==> src/rtl/id_stage_pkg.sv <==
// Shared ALU op codes and RV32I decode constants for the instruction decode stage.
package id_stage_pkg;

   typedef enum logic [4:0] {
      AluAdd  = 5'd0,
      AluSub  = 5'd1,
      AluSll  = 5'd2,
      AluSlt  = 5'd3,
      AluSltu = 5'd4,
      AluXor  = 5'd5,
      AluSrl  = 5'd6,
      AluSra  = 5'd7,
      AluOr   = 5'd8,
      AluAnd  = 5'd9
   } alu_op_e;

   localparam logic [6:0] OpcOp    = 7'b0110011;
   localparam logic [6:0] OpcOpImm = 7'b0010011;
   localparam logic [6:0] F7Base   = 7'b0000000;
   localparam logic [6:0] F7Alt    = 7'b0100000;
   localparam logic [2:0] F3AddSub = 3'b000;
   localparam logic [2:0] F3Sll    = 3'b001;
   localparam logic [2:0] F3Sr     = 3'b101;

   // alt selects SUB/SRA over ADD/SRL; it is ignored for the other funct3 values.
   function automatic alu_op_e f3_to_op(input logic [2:0] f3, input logic alt);
      alu_op_e res;
      case (f3)
         3'b000:  res = alt ? AluSub : AluAdd;
         3'b001:  res = AluSll;
         3'b010:  res = AluSlt;
         3'b011:  res = AluSltu;
         3'b100:  res = AluXor;
         3'b101:  res = alt ? AluSra : AluSrl;
         3'b110:  res = AluOr;
         default: res = AluAnd;
      endcase
      return res;
   endfunction

endpackage

==> src/rtl/id_regfile.sv <==
// 31x32 integer register file (x1..x31) with one write port and two bypassing read ports.
module id_regfile (
   input  logic        clk_i,
   input  logic        reset_i,
   input  logic        we_i,
   input  logic [4:0]  waddr_i,
   input  logic [31:0] wdata_i,
   input  logic [4:0]  raddr1_i,
   input  logic [4:0]  raddr2_i,
   output logic [31:0] rdata1_o,
   output logic [31:0] rdata2_o
);

   logic [31:0] regs_q [31:1];
   logic [31:0] regs_d [31:1];

   always_comb begin
      regs_d = regs_q;
      if (we_i && (waddr_i != 5'd0)) regs_d[waddr_i] = wdata_i;
   end

   always_ff @(posedge clk_i or posedge reset_i) begin
      if (reset_i) begin
         for (int i = 1; i < 32; i++) regs_q[i] <= 32'd0;
      end else begin
         regs_q <= regs_d;
      end
   end

   // x0 reads as zero; a same-cycle write to the read address is forwarded.
   always_comb begin
      if (raddr1_i == 5'd0)                      rdata1_o = 32'd0;
      else if (we_i && (waddr_i == raddr1_i))    rdata1_o = wdata_i;
      else                                       rdata1_o = regs_q[raddr1_i];
      if (raddr2_i == 5'd0)                      rdata2_o = 32'd0;
      else if (we_i && (waddr_i == raddr2_i))    rdata2_o = wdata_i;
      else                                       rdata2_o = regs_q[raddr2_i];
   end

endmodule

==> src/rtl/id_stage.sv <==
// Decode stage: decodes OP/OP-IMM, reads operands, tracks busy registers and issues to the ALU.
module id_stage
   import id_stage_pkg::*;
(
   input  logic        clk,
   input  logic        reset,
   input  logic        in_valid,
   output logic        in_ready,
   input  logic [31:0] in_instr,
   output logic        out_valid,
   input  logic        out_ready,
   output logic [31:0] rs1,
   output logic [31:0] rs2,
   output logic [4:0]  op,
   output logic [4:0]  rd,
   output logic        illegal,
   input  logic        wb_en,
   input  logic [4:0]  wb_rd,
   input  logic [31:0] wb_data,
   input  logic        flush
);

   logic [6:0]  opcode, funct7;
   logic [2:0]  funct3;
   logic [4:0]  src1, src2, dst;
   logic [31:0] rf_rdata1, rf_rdata2;

   logic        dec_legal, use_rs1, use_rs2, is_shift_imm;
   alu_op_e     dec_op;
   logic        byp1, byp2, hazard, accept;

   logic        out_valid_q, out_valid_d;
   logic [31:0] rs1_q, rs1_d, rs2_q, rs2_d;
   logic [4:0]  op_q, op_d, rd_q, rd_d;
   logic        illegal_q, illegal_d;
   logic [31:0] busy_q, busy_d;

   assign opcode = in_instr[6:0];
   assign dst    = in_instr[11:7];
   assign funct3 = in_instr[14:12];
   assign src1   = in_instr[19:15];
   assign src2   = in_instr[24:20];
   assign funct7 = in_instr[31:25];

   id_regfile u_regfile (
      .clk_i    (clk),
      .reset_i  (reset),
      .we_i     (wb_en),
      .waddr_i  (wb_rd),
      .wdata_i  (wb_data),
      .raddr1_i (src1),
      .raddr2_i (src2),
      .rdata1_o (rf_rdata1),
      .rdata2_o (rf_rdata2)
   );

   always_comb begin
      dec_legal    = 1'b0;
      dec_op       = AluAdd;
      use_rs1      = 1'b0;
      use_rs2      = 1'b0;
      is_shift_imm = 1'b0;
      if (opcode == OpcOp) begin
         use_rs1   = 1'b1;
         use_rs2   = 1'b1;
         dec_legal = (funct7 == F7Base) ||
                     ((funct7 == F7Alt) && ((funct3 == F3AddSub) || (funct3 == F3Sr)));
         dec_op    = f3_to_op(funct3, funct7 == F7Alt);
      end else if (opcode == OpcOpImm) begin
         use_rs1 = 1'b1;
         if ((funct3 == F3Sll) || (funct3 == F3Sr)) begin
            is_shift_imm = 1'b1;
            dec_legal    = (funct7 == F7Base) || ((funct7 == F7Alt) && (funct3 == F3Sr));
            dec_op       = f3_to_op(funct3, funct7 == F7Alt);
         end else begin
            // Upper bits are immediate here, so no SUB form exists.
            dec_legal = 1'b1;
            dec_op    = f3_to_op(funct3, 1'b0);
         end
      end
   end

   assign byp1   = wb_en && (wb_rd == src1) && (src1 != 5'd0);
   assign byp2   = wb_en && (wb_rd == src2) && (src2 != 5'd0);
   assign hazard = in_valid && ((use_rs1 && busy_q[src1] && !byp1) ||
                                (use_rs2 && busy_q[src2] && !byp2));

   assign in_ready = (!out_valid_q || out_ready) && !hazard && !flush && !reset;
   assign accept   = in_valid && in_ready;

   always_comb begin
      out_valid_d = out_valid_q;
      rs1_d       = rs1_q;
      rs2_d       = rs2_q;
      op_d        = op_q;
      rd_d        = rd_q;
      illegal_d   = illegal_q;
      busy_d      = busy_q;

      if (flush)          out_valid_d = 1'b0;
      else if (accept)    out_valid_d = 1'b1;
      else if (out_ready) out_valid_d = 1'b0;

      if (accept) begin
         illegal_d = !dec_legal;
         op_d      = dec_legal ? dec_op : AluAdd;
         rd_d      = dec_legal ? dst : 5'd0;
         rs1_d     = dec_legal ? rf_rdata1 : 32'd0;
         if (!dec_legal)             rs2_d = 32'd0;
         else if (opcode == OpcOp)   rs2_d = rf_rdata2;
         else if (is_shift_imm)      rs2_d = {27'd0, in_instr[24:20]};
         else                        rs2_d = {{20{in_instr[31]}}, in_instr[31:20]};
      end

      // Clears first so that a same-cycle set of the same bit wins.
      if (wb_en) busy_d[wb_rd] = 1'b0;
      if (flush && out_valid_q && !illegal_q && (rd_q != 5'd0)) busy_d[rd_q] = 1'b0;
      if (accept && dec_legal && (dst != 5'd0)) busy_d[dst] = 1'b1;
      busy_d[0] = 1'b0;
   end

   always_ff @(posedge clk or posedge reset) begin
      if (reset) begin
         out_valid_q <= 1'b0;
         rs1_q       <= 32'd0;
         rs2_q       <= 32'd0;
         op_q        <= 5'd0;
         rd_q        <= 5'd0;
         illegal_q   <= 1'b0;
         busy_q      <= 32'd0;
      end else begin
         out_valid_q <= out_valid_d;
         rs1_q       <= rs1_d;
         rs2_q       <= rs2_d;
         op_q        <= op_d;
         rd_q        <= rd_d;
         illegal_q   <= illegal_d;
         busy_q      <= busy_d;
      end
   end

   assign out_valid = out_valid_q;
   assign rs1       = rs1_q;
   assign rs2       = rs2_q;
   assign op        = op_q;
   assign rd        = rd_q;
   assign illegal   = illegal_q;

endmodule
==> config.mk <==
export PLATFORM = sky130hd
export DESIGN_NAME = id_stage
export DESIGN_NICKNAME = d
export VERILOG_FILES = /design/src/rtl/id_stage_pkg.sv /design/src/rtl/id_regfile.sv /design/src/rtl/id_stage.sv
export SDC_FILE = /design/constraint.sdc
export NUM_CORES = 2
export LEC_CHECK = 0
export CAP_MARGIN = 0
export CORE_MARGIN = 8
export CORE_UTILIZATION = 50
export CTS_CLUSTER_DIAMETER = 30
export CTS_CLUSTER_SIZE = 8
export DETAILED_ROUTE_END_ITERATION = 16
export PLACE_DENSITY = 0.76
export RECOVER_POWER = 50
export REMOVE_ABC_BUFFERS = 1
export SYNTH_ARGS = -nofsm -noshare
export SYNTH_HDL_FRONTEND = slang
export SYNTH_SLANG_ARGS = --single-unit
==> constraint.sdc <==
create_clock -name clk -period 61.4 [get_ports clk]
set_input_delay 12.28 -clock clk [delete_from_list [all_inputs] [get_ports clk]]
set_output_delay 12.28 -clock clk [all_outputs]
set_load 0.01 [all_outputs]
==> metrics.cfg <==
[critical_path]
max_stage_delay_ps = 870
cp-start-kind = primary input
cp_cell_sequence = dlygate4sd3_1, xor2_1, nor4_1, and3_2, buf_4, nor4_2, o21ai_0, and2_1, clkdlybuf4s50_1
crit_path_top_delay_cell = nor4_1
timing.rr.end = rs1[24]$_DFFE_PP0P_
crit_fanout = 34
crit_path_start = wb_rd[3]
worstRegToRegCells = 7
cp.arrival_ps = 16170
r2r_setup_slack_ps = 57850
crit_type = in -> out
crit_end = in_ready
required_ps = 49120
end_kind = output pin
r2r_start = busy_q[14]$_DFF_PP0_

[synth]
synth_top_family_by_area = multiplexers
synth_xor_area_frac = 0.00163
synth_top_area_cell = dfrtp_1
yosys-top-cells-area = dfrtp_1 (47%), mux2_2 (21%), mux4_2 (18%)
synth_area_um2 = 59000
synthArstFlopShare = 1.00
yosysSeqAreaShare = 0.466
synth_edf_count = 0
synth_warnings = 0
synth-simple-area-share = 0.0303
yosys.area_share.adder = 0
yosys.area.top_type_share = 0.466
ys.flop_type = dfrtp_1
synth_cell_types = 71
synthMuxAreaShare = 0.407
synth_compound_area_frac = 0.0620
avgSynthCellArea_um2 = 14.5
synth_seq_cells = 1098
syn_inst = 4077

[cells_and_area]
area_delta_synth_final_pct = 18.0
drive_gt1_frac = 0.491
final_common_cell = dfrtp_1
final_core_util = 0.592
fin_area_um2 = 69600
layout_common_cells = dfrtp_1 (1098), mux2_2 (1096), mux4_2 (468), clkbuf_16 (228), nand2_1 (124)
final_cells = 5847
nNetsFinal = 4204

[global_routing]
grt_pass1_vias = 43400
grt_pass1_wl_um = 287000
grt.overflow.total = 0
antenna_found_initial = 7
grt_usage = 0.293
grt_start_max_net_pins = 179

[placement]
port_buffers = 150
placed_cells = 5438
place_area_um2 = 61600
place_hpwl_um = 105000
place.gp.congestion = 0.915

[routing]
initialDrtViolationCount = 5733
drc = 0
vias = 41400
wirelength_um = 194000
viasPerCell = 7.07
dr.pass1.iters = 6
postRouteAntennaNets = 0
wire_per_inst_um = 33.1

[floorplanning]
die_h_um = 359
start_util = 0.502
fp-row-count = 126
die_w_um = 359
pin_count = 152
die-area_um2 = 129000
coreArea_um2 = 118000

[hold_path]
hold_path_class = reg -> reg

[cts]
clock_latency_ps = 830
cts_setup_buffers = 0
cts_sinks = 1098
clock-root-buffer = clkbuf_16
numCtsBuffers = 225
cts_tree = done
cts_buffer_depth = 3
htree_num_levels = 4
clk_pin_slew_ps = 50
hold_buffers = 0
cts_resized = 0

[sta]
period_share = 0.463
max_freq_mhz = 35.2
fin_crit_ps = 28450
finalSetupTns_ps = 0
worst_pin_slew_ps = 9280
maxSlewViolCount = 1196
max_slew_margin = -5.19
holdWs_ps = 489
hold_viol_final = 0
clock_skew_ps = 72.9
rsz0062_at_grt = no
setup_viol_count_final = 0

[pwr]
peakVddDrop_mv = 0.0309
p_leak_uw = 0.0297
power_density_nw_per_um2 = 38.0

[status]
violations = capacitance limit, slew limit
run_status = complete, but fails checks

[job]
drv_cap = 21

==> worst min path at each step <==
stage | slack [ps] | cells past startpoint | to | start
final | 490 | 1 | rs2[0]$_DFFE_PP0P_ | rs2[0]$_DFFE_PP0P_
after CTS | 500 | 1 | rs2[20]$_DFFE_PP0P_ | rs2[20]$_DFFE_PP0P_
after floorplan | 490 | 1 | u_regfile.regs_q[64]$_DFFE_PP0P_ | u_regfile.regs_q[64]$_DFFE_PP0P_
after global routing | 510 | 1 | op[1]$_DFFE_PP0P_ | op[1]$_DFFE_PP0P_
after global placement | 470 | 1 | rs2[0]$_DFFE_PP0P_ | rs2[0]$_DFFE_PP0P_
after detailed placement | 470 | 1 | rs2[20]$_DFFE_PP0P_ | rs2[20]$_DFFE_PP0P_
==> flip-flops by register name (all words and copies together), names as in the netlist <==
name,flops
rs1,32
rs2,32
out_valid,1
op,4
illegal,1
rd,5
busy_q,31
u_regfile.regs_q,992
==> Yosys cell counts, types with 9 or more instances <==
master and n:
a2111oi_0 11, a211oi_1 20, a21oi_1 67, a221o_1 35
a221oi_1 21, a22o_1 12, a22oi_1 74, buf_1 58
buf_2 78, buf_4 30, buf_6 13, clkbuf_1 259
dfrtp_1 1098, inv_1 9, mux2_2 1097, mux2i_1 103
mux4_2 468, nand2_1 139, nand2b_1 13, nand3_1 56
nor2_1 53, nor2b_1 20, nor3_1 22, nor3b_1 10
o2111ai_1 43, o211ai_1 15, o21ai_0 46, o221ai_1 17
o22ai_1 19, o2bb2ai_1 21, o41ai_1 27
==> power breakdown <==
| group | switching (uW) | internal, uW | leakage, uW |
|---|---|---|---|
| registers | 98.0 | 855 | 0.0142 |
| logic | 164 | 239 | 0.0116 |
| clock network | 411 | 879 | 0.00394 |
==> metal layers <==
| metal | track usage | up-vias | wire length, um | part of all wire |
|---|---|---|---|---|
| met4 | 0.158 | 0 | 11700 | 0.060 |
| met2 | 0.438 | 2868 | 86600 | 0.45 |
| li1 | - | 16100 | - | - |
| met1 | 0.379 | 21700 | 71500 | 0.37 |
| met5 | 0 | - | 0 | 0 |
| met3 | 0.0969 | 726 | 23700 | 0.12 |
==> logic make-up after synthesis <==
kind of cell	count (synthesis)
buffers and inverters	448
flip-flops	1098
other	1
AO/OA/AOI/OAI	481
XOR/XNOR	11
AND/OR/NAND/NOR	365
multiplexers	1673
==> layout make-up <==
cell class	instances	area (um^2)
clock buffers	295	6370
flip-flops and latches	1098	27500
well taps	1536	1920
fillers	8717	48000
diodes	3	7.51
clock inverters	111	1730
multi-input cells	2531	29700
inverters	10	42.5
repair buffers	263	2340
==> per-stage QoR <==
step / setup slack (ps) / power [uW]
finish: 32950 / 2650
global route: 32880 / 2730
CTS: 33130 / 2640
detailed placement: 33130 / 1350
global placement: 33170 / 1330
floorplan: 18210 / 1220
==> worst max-delay path, delay by kind of cell <==
kind	cells	cell delay, ps
AOI/OAI and AO/OA	1	200
xor gates and xnor gates	1	220
buffers and inverters	3	1900
and+or+nand+nor	4	1560
Power figures use the tool's default switching activity.
